--- src/rtl/branch_resolve_unit_pkg.sv ---
// bpu_pkg: types and constants shared by the branch predictor and the
// branch resolve unit.
package bpu_pkg;

   // Redirect FSM: IDLE waits for a mispredict, PEND holds the redirect
   typedef enum logic {
      IDLE = 1'b0,
      PEND = 1'b1
   } bru_state_e;

   // Not-taken fall-through skips the branch and its delay slot
   localparam int unsigned BR_FALLTHRU_OFS = 8;

   localparam int unsigned BPU_PC_W = 32;

   // Training packet returned to the direction predictor
   typedef struct packed {
      logic                valid;
      logic [BPU_PC_W-1:0] pc;
      logic                taken;
   } bpu_upd_t;

endpackage

--- src/rtl/branch_resolve_unit_if.sv ---
// Redirect/flush handshake towards fetch plus the predictor training strobe.
// master: branch_resolve_unit, slave: fetch / predictor side.
interface branch_resolve_unit_if #(
   parameter int PC_W = 32
);
   logic            redirect_valid;
   logic [PC_W-1:0] redirect_pc;
   logic            redirect_ready;
   logic            flush_req;
   logic            upd_valid;
   logic [PC_W-1:0] upd_pc;
   logic            upd_taken;

   modport master (
      output redirect_valid, redirect_pc, flush_req,
      output upd_valid, upd_pc, upd_taken,
      input  redirect_ready
   );

   modport slave (
      input  redirect_valid, redirect_pc, flush_req,
      input  upd_valid, upd_pc, upd_taken,
      output redirect_ready
   );
endinterface

--- src/rtl/branch_resolve_unit_sat_counter.sv ---
// sat_counter: W-bit event counter that sticks at all-ones instead of wrapping.
module sat_counter #(
   parameter int W = 32
) (
   input  logic         clk,
   input  logic         rst,
   input  logic         inc,
   output logic [W-1:0] count
);

   // Count one event per cycle, holding once saturated
   always_ff @(posedge clk or negedge rst) begin
      if (!rst) begin
         count <= '0;
      end else if (inc && (count != '1)) begin
         count <= count + W'(1);
      end
   end

endmodule

--- src/rtl/branch_resolve_unit.sv ---
// branch_resolve_unit: resolves E-stage branches against the Decode
// prediction, raises the fetch redirect / flush on a mispredict and emits a
// one-cycle training packet per resolved branch.
// Optional feature macro: BRU_PERF_CNT_EN (saturating perf counters).
module branch_resolve_unit
   import bpu_pkg::*;
#(
   parameter int PC_W  = 32,
   parameter int CNT_W = 32
) (
   input  logic                   clk,
   input  logic                   rst,
   input  logic                   stallE,
   input  logic                   flushE,
   input  logic                   branchD,
   input  logic                   pred_takeD,
   input  logic [PC_W-1:0]        pcD,
   input  logic [PC_W-1:0]        targetD,
   input  logic                   actual_takeE,
   branch_resolve_unit_if.master  rdIf,
   output logic [CNT_W-1:0]       perf_branches,
   output logic [CNT_W-1:0]       perf_mispred
);

   logic            validE;
   logic            predTakeE;
   logic [PC_W-1:0] pcE;
   logic [PC_W-1:0] targetE;

   bru_state_e      state;
   bru_state_e      nextState;
   logic            mispredE;
   logic            takeMispred;
   logic            updNext;
   logic [PC_W-1:0] correctPc;

   logic [PC_W-1:0] redirectPcQ;
   logic            updValidQ;
   logic [PC_W-1:0] updPcQ;
   logic            updTakenQ;

   // D->E capture; flush clears the valid bit even while stalled
   always_ff @(posedge clk or negedge rst) begin
      if (!rst) begin
         validE    <= 1'b0;
         predTakeE <= 1'b0;
         pcE       <= '0;
         targetE   <= '0;
      end else if (flushE) begin
         validE    <= 1'b0;
      end else if (!stallE) begin
         validE    <= branchD;
         predTakeE <= pred_takeD;
         pcE       <= pcD;
         targetE   <= targetD;
      end
   end

   assign mispredE  = validE & (predTakeE != actual_takeE);
   assign correctPc = actual_takeE ? targetE : (pcE + PC_W'(BR_FALLTHRU_OFS));

   // Redirect FSM state register
   always_ff @(posedge clk or negedge rst) begin
      if (!rst) begin
         state <= IDLE;
      end else begin
         state <= nextState;
      end
   end

   // Next state; E branches seen while PEND are squashed younger work, so
   // they neither start a redirect nor train the predictor
   always_comb begin
      nextState   = state;
      takeMispred = 1'b0;
      updNext     = 1'b0;
      case (state)
         IDLE: begin
            updNext = validE;
            if (mispredE) begin
               nextState   = PEND;
               takeMispred = 1'b1;
            end
         end
         PEND: begin
            if (rdIf.redirect_ready) begin
               nextState = IDLE;
            end
         end
         default: nextState = IDLE;
      endcase
   end

   // Latch the correct PC on entry to PEND and the training packet in M
   always_ff @(posedge clk or negedge rst) begin
      if (!rst) begin
         redirectPcQ <= '0;
         updValidQ   <= 1'b0;
         updPcQ      <= '0;
         updTakenQ   <= 1'b0;
      end else begin
         if (takeMispred) begin
            redirectPcQ <= correctPc;
         end
         updValidQ <= updNext;
         if (updNext) begin
            updPcQ    <= pcE;
            updTakenQ <= actual_takeE;
         end
      end
   end

   assign rdIf.redirect_valid = (state == PEND);
   assign rdIf.flush_req      = (state == PEND);
   assign rdIf.redirect_pc    = redirectPcQ;
   assign rdIf.upd_valid      = updValidQ;
   assign rdIf.upd_pc         = updPcQ;
   assign rdIf.upd_taken      = updTakenQ;

`ifdef BRU_PERF_CNT_EN
   sat_counter #(.W(CNT_W)) uBranchCnt (
      .clk   (clk),
      .rst   (rst),
      .inc   (updValidQ),
      .count (perf_branches)
   );

   sat_counter #(.W(CNT_W)) uMispredCnt (
      .clk   (clk),
      .rst   (rst),
      .inc   (takeMispred),
      .count (perf_mispred)
   );
`else
   assign perf_branches = '0;
   assign perf_mispred  = '0;
`endif

endmodule

--- src/flat_wrapper.sv ---
// flat-port wrapper written by rule: the top's interface ports become plain ports
module branch_resolve_unit_flat import bpu_pkg::*;
#(
   parameter int PC_W  = 32,
   parameter int CNT_W = 32
)
  (clk, rst, stallE, flushE, branchD, pred_takeD, pcD, targetD, actual_takeE, perf_branches, perf_mispred, rdIf_redirect_valid, rdIf_redirect_pc, rdIf_flush_req, rdIf_upd_valid, rdIf_upd_pc, rdIf_upd_taken, rdIf_redirect_ready);
  branch_resolve_unit_if #(.PC_W(PC_W)) rdIf_i ();
  input  logic clk;
  input  logic rst;
  input  logic stallE;
  input  logic flushE;
  input  logic branchD;
  input  logic pred_takeD;
  input  logic [PC_W-1:0] pcD;
  input  logic [PC_W-1:0] targetD;
  input  logic actual_takeE;
  output logic [CNT_W-1:0] perf_branches;
  output logic [CNT_W-1:0] perf_mispred;
  output wire logic [$bits(rdIf_i.redirect_valid)-1:0] rdIf_redirect_valid;
  output wire logic [$bits(rdIf_i.redirect_pc)-1:0] rdIf_redirect_pc;
  output wire logic [$bits(rdIf_i.flush_req)-1:0] rdIf_flush_req;
  output wire logic [$bits(rdIf_i.upd_valid)-1:0] rdIf_upd_valid;
  output wire logic [$bits(rdIf_i.upd_pc)-1:0] rdIf_upd_pc;
  output wire logic [$bits(rdIf_i.upd_taken)-1:0] rdIf_upd_taken;
  input wire logic [$bits(rdIf_i.redirect_ready)-1:0] rdIf_redirect_ready;
  assign rdIf_redirect_valid = rdIf_i.redirect_valid;
  assign rdIf_redirect_pc = rdIf_i.redirect_pc;
  assign rdIf_flush_req = rdIf_i.flush_req;
  assign rdIf_upd_valid = rdIf_i.upd_valid;
  assign rdIf_upd_pc = rdIf_i.upd_pc;
  assign rdIf_upd_taken = rdIf_i.upd_taken;
  assign rdIf_i.redirect_ready = rdIf_redirect_ready;
  branch_resolve_unit #(.PC_W(PC_W), .CNT_W(CNT_W)) u_core (.clk(clk), .rst(rst), .stallE(stallE), .flushE(flushE), .branchD(branchD), .pred_takeD(pred_takeD), .pcD(pcD), .targetD(targetD), .actual_takeE(actual_takeE), .rdIf(rdIf_i), .perf_branches(perf_branches), .perf_mispred(perf_mispred));
endmodule
--- config.mk ---
export PLATFORM = sky130hd
export DESIGN_NAME = branch_resolve_unit_flat
export DESIGN_NICKNAME = d
export VERILOG_FILES = /design/src/rtl/branch_resolve_unit_pkg.sv /design/src/rtl/branch_resolve_unit_if.sv /design/src/rtl/branch_resolve_unit_sat_counter.sv /design/src/rtl/branch_resolve_unit.sv /design/src/flat_wrapper.sv
export SDC_FILE = /design/constraint.sdc
export NUM_CORES = 1
export LEC_CHECK = 0
export ABC_AREA = 1
export BUFFER_PORTS_ARGS = -buffer_cell sky130_fd_sc_hd__buf_2
export CAP_MARGIN = 20
export CORE_MARGIN = 2
export CORE_UTILIZATION = 51
export CTS_BUF_LIST = sky130_fd_sc_hd__clkbuf_4 sky130_fd_sc_hd__clkbuf_8 sky130_fd_sc_hd__clkbuf_16
export CTS_CLUSTER_SIZE = 25
export DETAILED_ROUTE_END_ITERATION = 7
export PLACE_DENSITY = 0.8
export SKIP_LAST_GASP = 1
export SYNTH_ARGS = -nofsm -noshare
export SYNTH_HDL_FRONTEND = slang
export SYNTH_SLANG_ARGS = --single-unit
export TNS_END_PERCENT = 20
--- constraint.sdc ---
create_clock -name clk -period 1.85 [get_ports clk]
set_clock_uncertainty 0.1 [all_clocks]
set_input_delay 0.185 -clock clk [delete_from_list [all_inputs] [get_ports clk]]
set_output_delay 0.185 -clock clk [all_outputs]
set_load 0.01 [all_outputs]
; Word level (Yosys, flattened, before mapping)
; Cells that the tools add are included.
; Widths: inputs -> output; s select.
[word_totals]
reg_bits = 133
in_bits = 72
output_inout_bits = 132
word_cells = 25
[classes]
addsub = 1
n_eq_ne = 2
n_mux = 8
bitwise = 4
reduce_logical = 1
[op_table]
columns = op, n
row1 = $add 32x4->32 const B, 1
row2 = $mux 32, 1
row3 = $mux 1, 6
row4 = $not 1->1, 3
row5 = $ne 2x1->1 const B, 1
row6 = $pmux 1 s2, 1
row7 = $reduce_and 2->1, 1
row8 = $and 1x1->1, 1
row9 = $ne 1x1->1, 1

; Depth between registers and ports, before layout
[depth]
word_depth = 4
depth_mapped = 10
depth_no_buf = 10

; Worst setup path after synthesis
; Ideal clock, no wire load.
[synth_timing]
path_kind = reg2reg
startpoint = register u_core.pcE[3]
endpoint = register u_core.redirectPcQ[25], in the netlist u_core.rdIf.redirect_pc[25]
setup_time_ns = 0.117
t_arrival_ns = 1.232
required_time_ns = 1.633
slack_ns = 0.401
path_stages_with_launch = 11
path_buffers = 0
period_less_slack_ns = 1.449
path_cell_list = dfrtp_1 > ha_1 > nand2_2 > nor2_8 > nand2_2 > nor2_2 > nand2_1 > nand2_1 > nand3_1 > nand2_1 > nand2_1
[synth_between]
elab_chain_cells = 2
[synth_rtl]
columns = element, line
row1 = start: declaration, branch_resolve_unit.sv:27  ; logic [PC_W-1:0] pcE;
row2 = start signal: assignment, branch_resolve_unit.sv:54  ; pcE <= pcD;
row3 = $add 32x4->32, branch_resolve_unit.sv:60  ; assign correctPc = actual_takeE ? targetE : (pcE + PC_W'(BR_FALLTHRU_OFS));
row4 = $mux 32, branch_resolve_unit.sv:60
row5 = end signal: assignment, branch_resolve_unit.sv:103  ; redirectPcQ <= correctPc;
row6 = end: declaration, branch_resolve_unit.sv:37  ; logic [PC_W-1:0] redirectPcQ;
; No other way between the ends.
; A chain may end at the register's enable or synchronous reset.

; Worst setup path in the final report
[layout_timing]
startpoint = register u_core.pcE[4]
endpoint = register u_core.redirectPcQ[27], in the netlist u_core.rdIf.redirect_pc[27]
; The elaborated chain is that of the path after synthesis.

==> out/qor.csv <==
stage;metric;value;unit
status;status;complete, no violations;
synth;synth-edff-count;0;
floorplan;fp.dieW;116.6;microns
synth;postSynth.asyncResetShare;1.000;
drt;via_per_inst;4.862;
setup_path;slowest_delay;0.39;ns
setup_path;crit_fanout;6;
floorplan;initial_utilization;0.5170;
setup_path;crit_top_cell;nand2_1;
pwr;p_per_area;1094;nW/um^2
sta;fmax;579.7;MHz
drt;wl_per_cell;14.86;microns
setup_path;required;2.06;ns
setup_path;critical_path_arrival;1.93;ns
floorplan;die_h;116.6;microns
synth;synth_top_cells_by_count;nand2_1 (242), dfrtp_1 (133), o21ai_0 (105), buf_4 (66), inv_1 (61);
sta;maxSlewHeadroom;0.6015;
final_layout;multi_input_area;2527;sq um
final_layout;layout-drive-gt1-share;0.2164;
global_route;grt_pass1_wl;27.32;mm
sta;finalCritPeriodShare;0.9325;
drt;ant_nets;0;
synth;synth_largest_area_cell;dfrtp_1;
clocking;cts_inserted_buffers;17;
pwr;p_leak;4.264;nW
synth;syn_area_per_cell;8.275;sq um
clocking;insertion_delay;0.42;ns
drt;drc;0;
sta;worst_pin_slew;0.5978;ns
worst_hold_path;hp-class;in -> reg;
clocking;h-tree-depth;4;
drt;wirelength;17.39;mm
setup_path;start_kind;register;
final_layout;seq_area;3328;sq um
drt;vias;5689;
final_layout;fin_nets;1059;
floorplan;rows;41;
global_route;antenna_found_initial;0;
synth;synthTopCellsByArea;dfrtp_1 (51%), nand2_1 (14%), o21ai_0 (8.1%);
clocking;root_buffer;clkbuf_16;
setup_path;end_kind;register;
pwr;irDropWorstVdd;0.6793;mV
global_route;grt_max_degree;67;
clocking;cts.path.max_buffers;2;
worst_hold_path;min_from;actual_takeE;
global_route;grt_pass1_vias;5652;
setup_path;worstPathCellList;ha_2 -> nand2_2 -> nor2_8 -> nand2_4 -> nor2_4 -> nand2_1 -> nand2_1 -> nand3_1 -> nand2_1 -> nand2_1;
final_layout;antenna_cells;0;
sta;hold_slack;0.09922;ns
synth;synth-seq-cells;133;
global_route;grt-busiest-layer;met2;
drt;drtIter0Drc;470;
place;place.gp.congestion;0.9837;
sta;setup_viol;0;
synth;synth_cell_types;29;
global_route;grt_overflow;0;
floorplan;io_pins;204;
synth;yosysSeqAreaShare;0.5143;
clocking;clkSinkCount;133;
sta;finalMaxSlewViolations;0;
floorplan;core-area;12520;sq um
global_route;grt_use_met2;0.4438;
final_layout;nFillCells;1005;
setup_path;criticalPathCategory;reg -> reg;
job;max-cap-violations;0;
setup_path;r2r-start;u_core.pcE[4];
clocking;cts_tree;built;
synth;synth_area;6471;sq um
synth;ys.flop_type;dfrtp_1;
floorplan;die_area;13610;sq um
clocking;clk_pin_slew;0.05;ns
global_route;use_met1;0.3169;
synth;syn_inst;782;
synth;yosysWarnings;0;
drt;dr.pass1.iters;5;
synth;synth.most_common_cell;nand2_1;
sta;period_minus_slack;1.725;ns
final_layout;area_growth;29.97;%
global_route;grtUsageMet3;0.08095;
synth;synthDominantCellAreaShare;0.5143;
place;hpwl;11.42;mm
sta;finalHoldViolCount;0;
place;port_buffers;139;
pwr;power;0.009197;W
global_route;track_usage;0.2666;
setup_path;crit_slowest_cell;dfrtp_1;
setup_path;startpoint;u_core.pcE[4];
[routing by layer]
layer	wire [microns]	vias to the layer above
met2	8476	223
met3	1121	47
met5	0	-
met4	654	0
met1	7138	2670
li1	-	2749
[kinds of logic (layout without fill, tap and decap cells)]
kind of cell / Yosys count / in the layout / synth area share
and+or+nand+nor: 329 / 329 / 0.2119
buffers and inverters: 162 / 315 / 0.1344
AOI/OAI and AO/OA: 139 / 139 / 0.1094
DFF: 133 / 133 / 0.5143
muxes: 12 / 12 / 0.02069
xor gates and xnor gates: 5 / 5 / 0.006767
adders and majority gates: 1 / 1 / 0.001933
other: 1 / 64 / 0.0005795
[layout by cell type (no fill, tap or decap), types with 3 or more instances in the layout]
cell and n:
a21oi_1 22, buf_12 4, buf_2 138, buf_4 7, clkbuf_16 17, clkbuf_4 6, clkbuf_8 4, clkinv_2 3
conb_1 64, dfrtp_1 133, dlygate4sd3_1 69, inv_1 61, inv_2 4, mux2_2 11, nand2_1 241, nand2_2 4
nand3_1 32, nor2_1 35, nor2_2 5, nor2_4 6, o21ai_0 105, o21ai_1 7, xor2_1 5
[final cells by class]
class,instances,area share
Clock buffer,27,0.06248
Clock inverter,4,0.005356
Inverter,65,0.02901
Multi-Input combinational cell,550,0.3005
Sequential cell,133,0.3957
Tap cell,172,0.02559
Timing Repair Buffer,219,0.1813
[stage by stage]
stage	cells	cell area (sq um)	utilization	TNS (ns)	worst slack [ns]
final	1170	8411	0.6719	0	0.1249
after global routing	1170	8411	0.6719	-0.002496	-0.002496
after CTS	1169	8396	0.6707	0	0.08466
after detailed placement	1069	7134	0.5700	0	0.09278
after global placement	1069	7134	0.5700	0	0.1647
after floorplan	845	6708	-	0	0.4013
[state kept, by name, indices dropped and copies added (netlist names)]
signal / count
u_core.validE: 1
u_core.rdIf.upd_pc: 32
u_core.targetE: 32
u_core.rdIf.redirect_pc: 32
u_core.rdIf.upd_taken: 1
u_core.rdIf.upd_valid: 1
u_core.pcE: 32
u_core.rdIf.flush_req: 1
u_core.predTakeE: 1
[what timing repair did]
item,in CTS,in global routing
hold endpoints to repair,148,0
setup buffers,0,1
gates resized for setup,0,2
setup endpoints to repair,0,1
hold buffers,69,0
[worst paths after layout]
path	end	slack [ns]	depth (start not counted)
min in group asynchronous	u_core.pcE[0]	0.16	2
worst min-delay path	u_core.rdIf.redirect_pc[4]	0.1	4
max in group asynchronous	u_core.pcE[18]	0.83	3
worst min register to register	u_core.rdIf.redirect_pc[13]	0.37	2
worst max register to register	u_core.rdIf.redirect_pc[27]	0.12	10
worst max-delay path	u_core.rdIf.redirect_pc[27]	0.12	10
[power breakdown]
group | total, W | leakage [nW] | internal [W] | switching (W)
logic | 0.00202 | 2.32 | 0.000818 | 0.00120
registers | 0.00392 | 1.65 | 0.00354 | 0.000386
clock network | 0.00326 | 0.292 | 0.00206 | 0.00119
total | 0.00920 | 4.26 | 0.00642 | 0.00278
[worst max-delay path: cells and delay by family (launching register included)]
family        cells  cell delay (ns)
fa+ha+maj         1             0.22
flops             1             0.39
simple gates      9             0.91
Power figures use the tool's default switching activity.
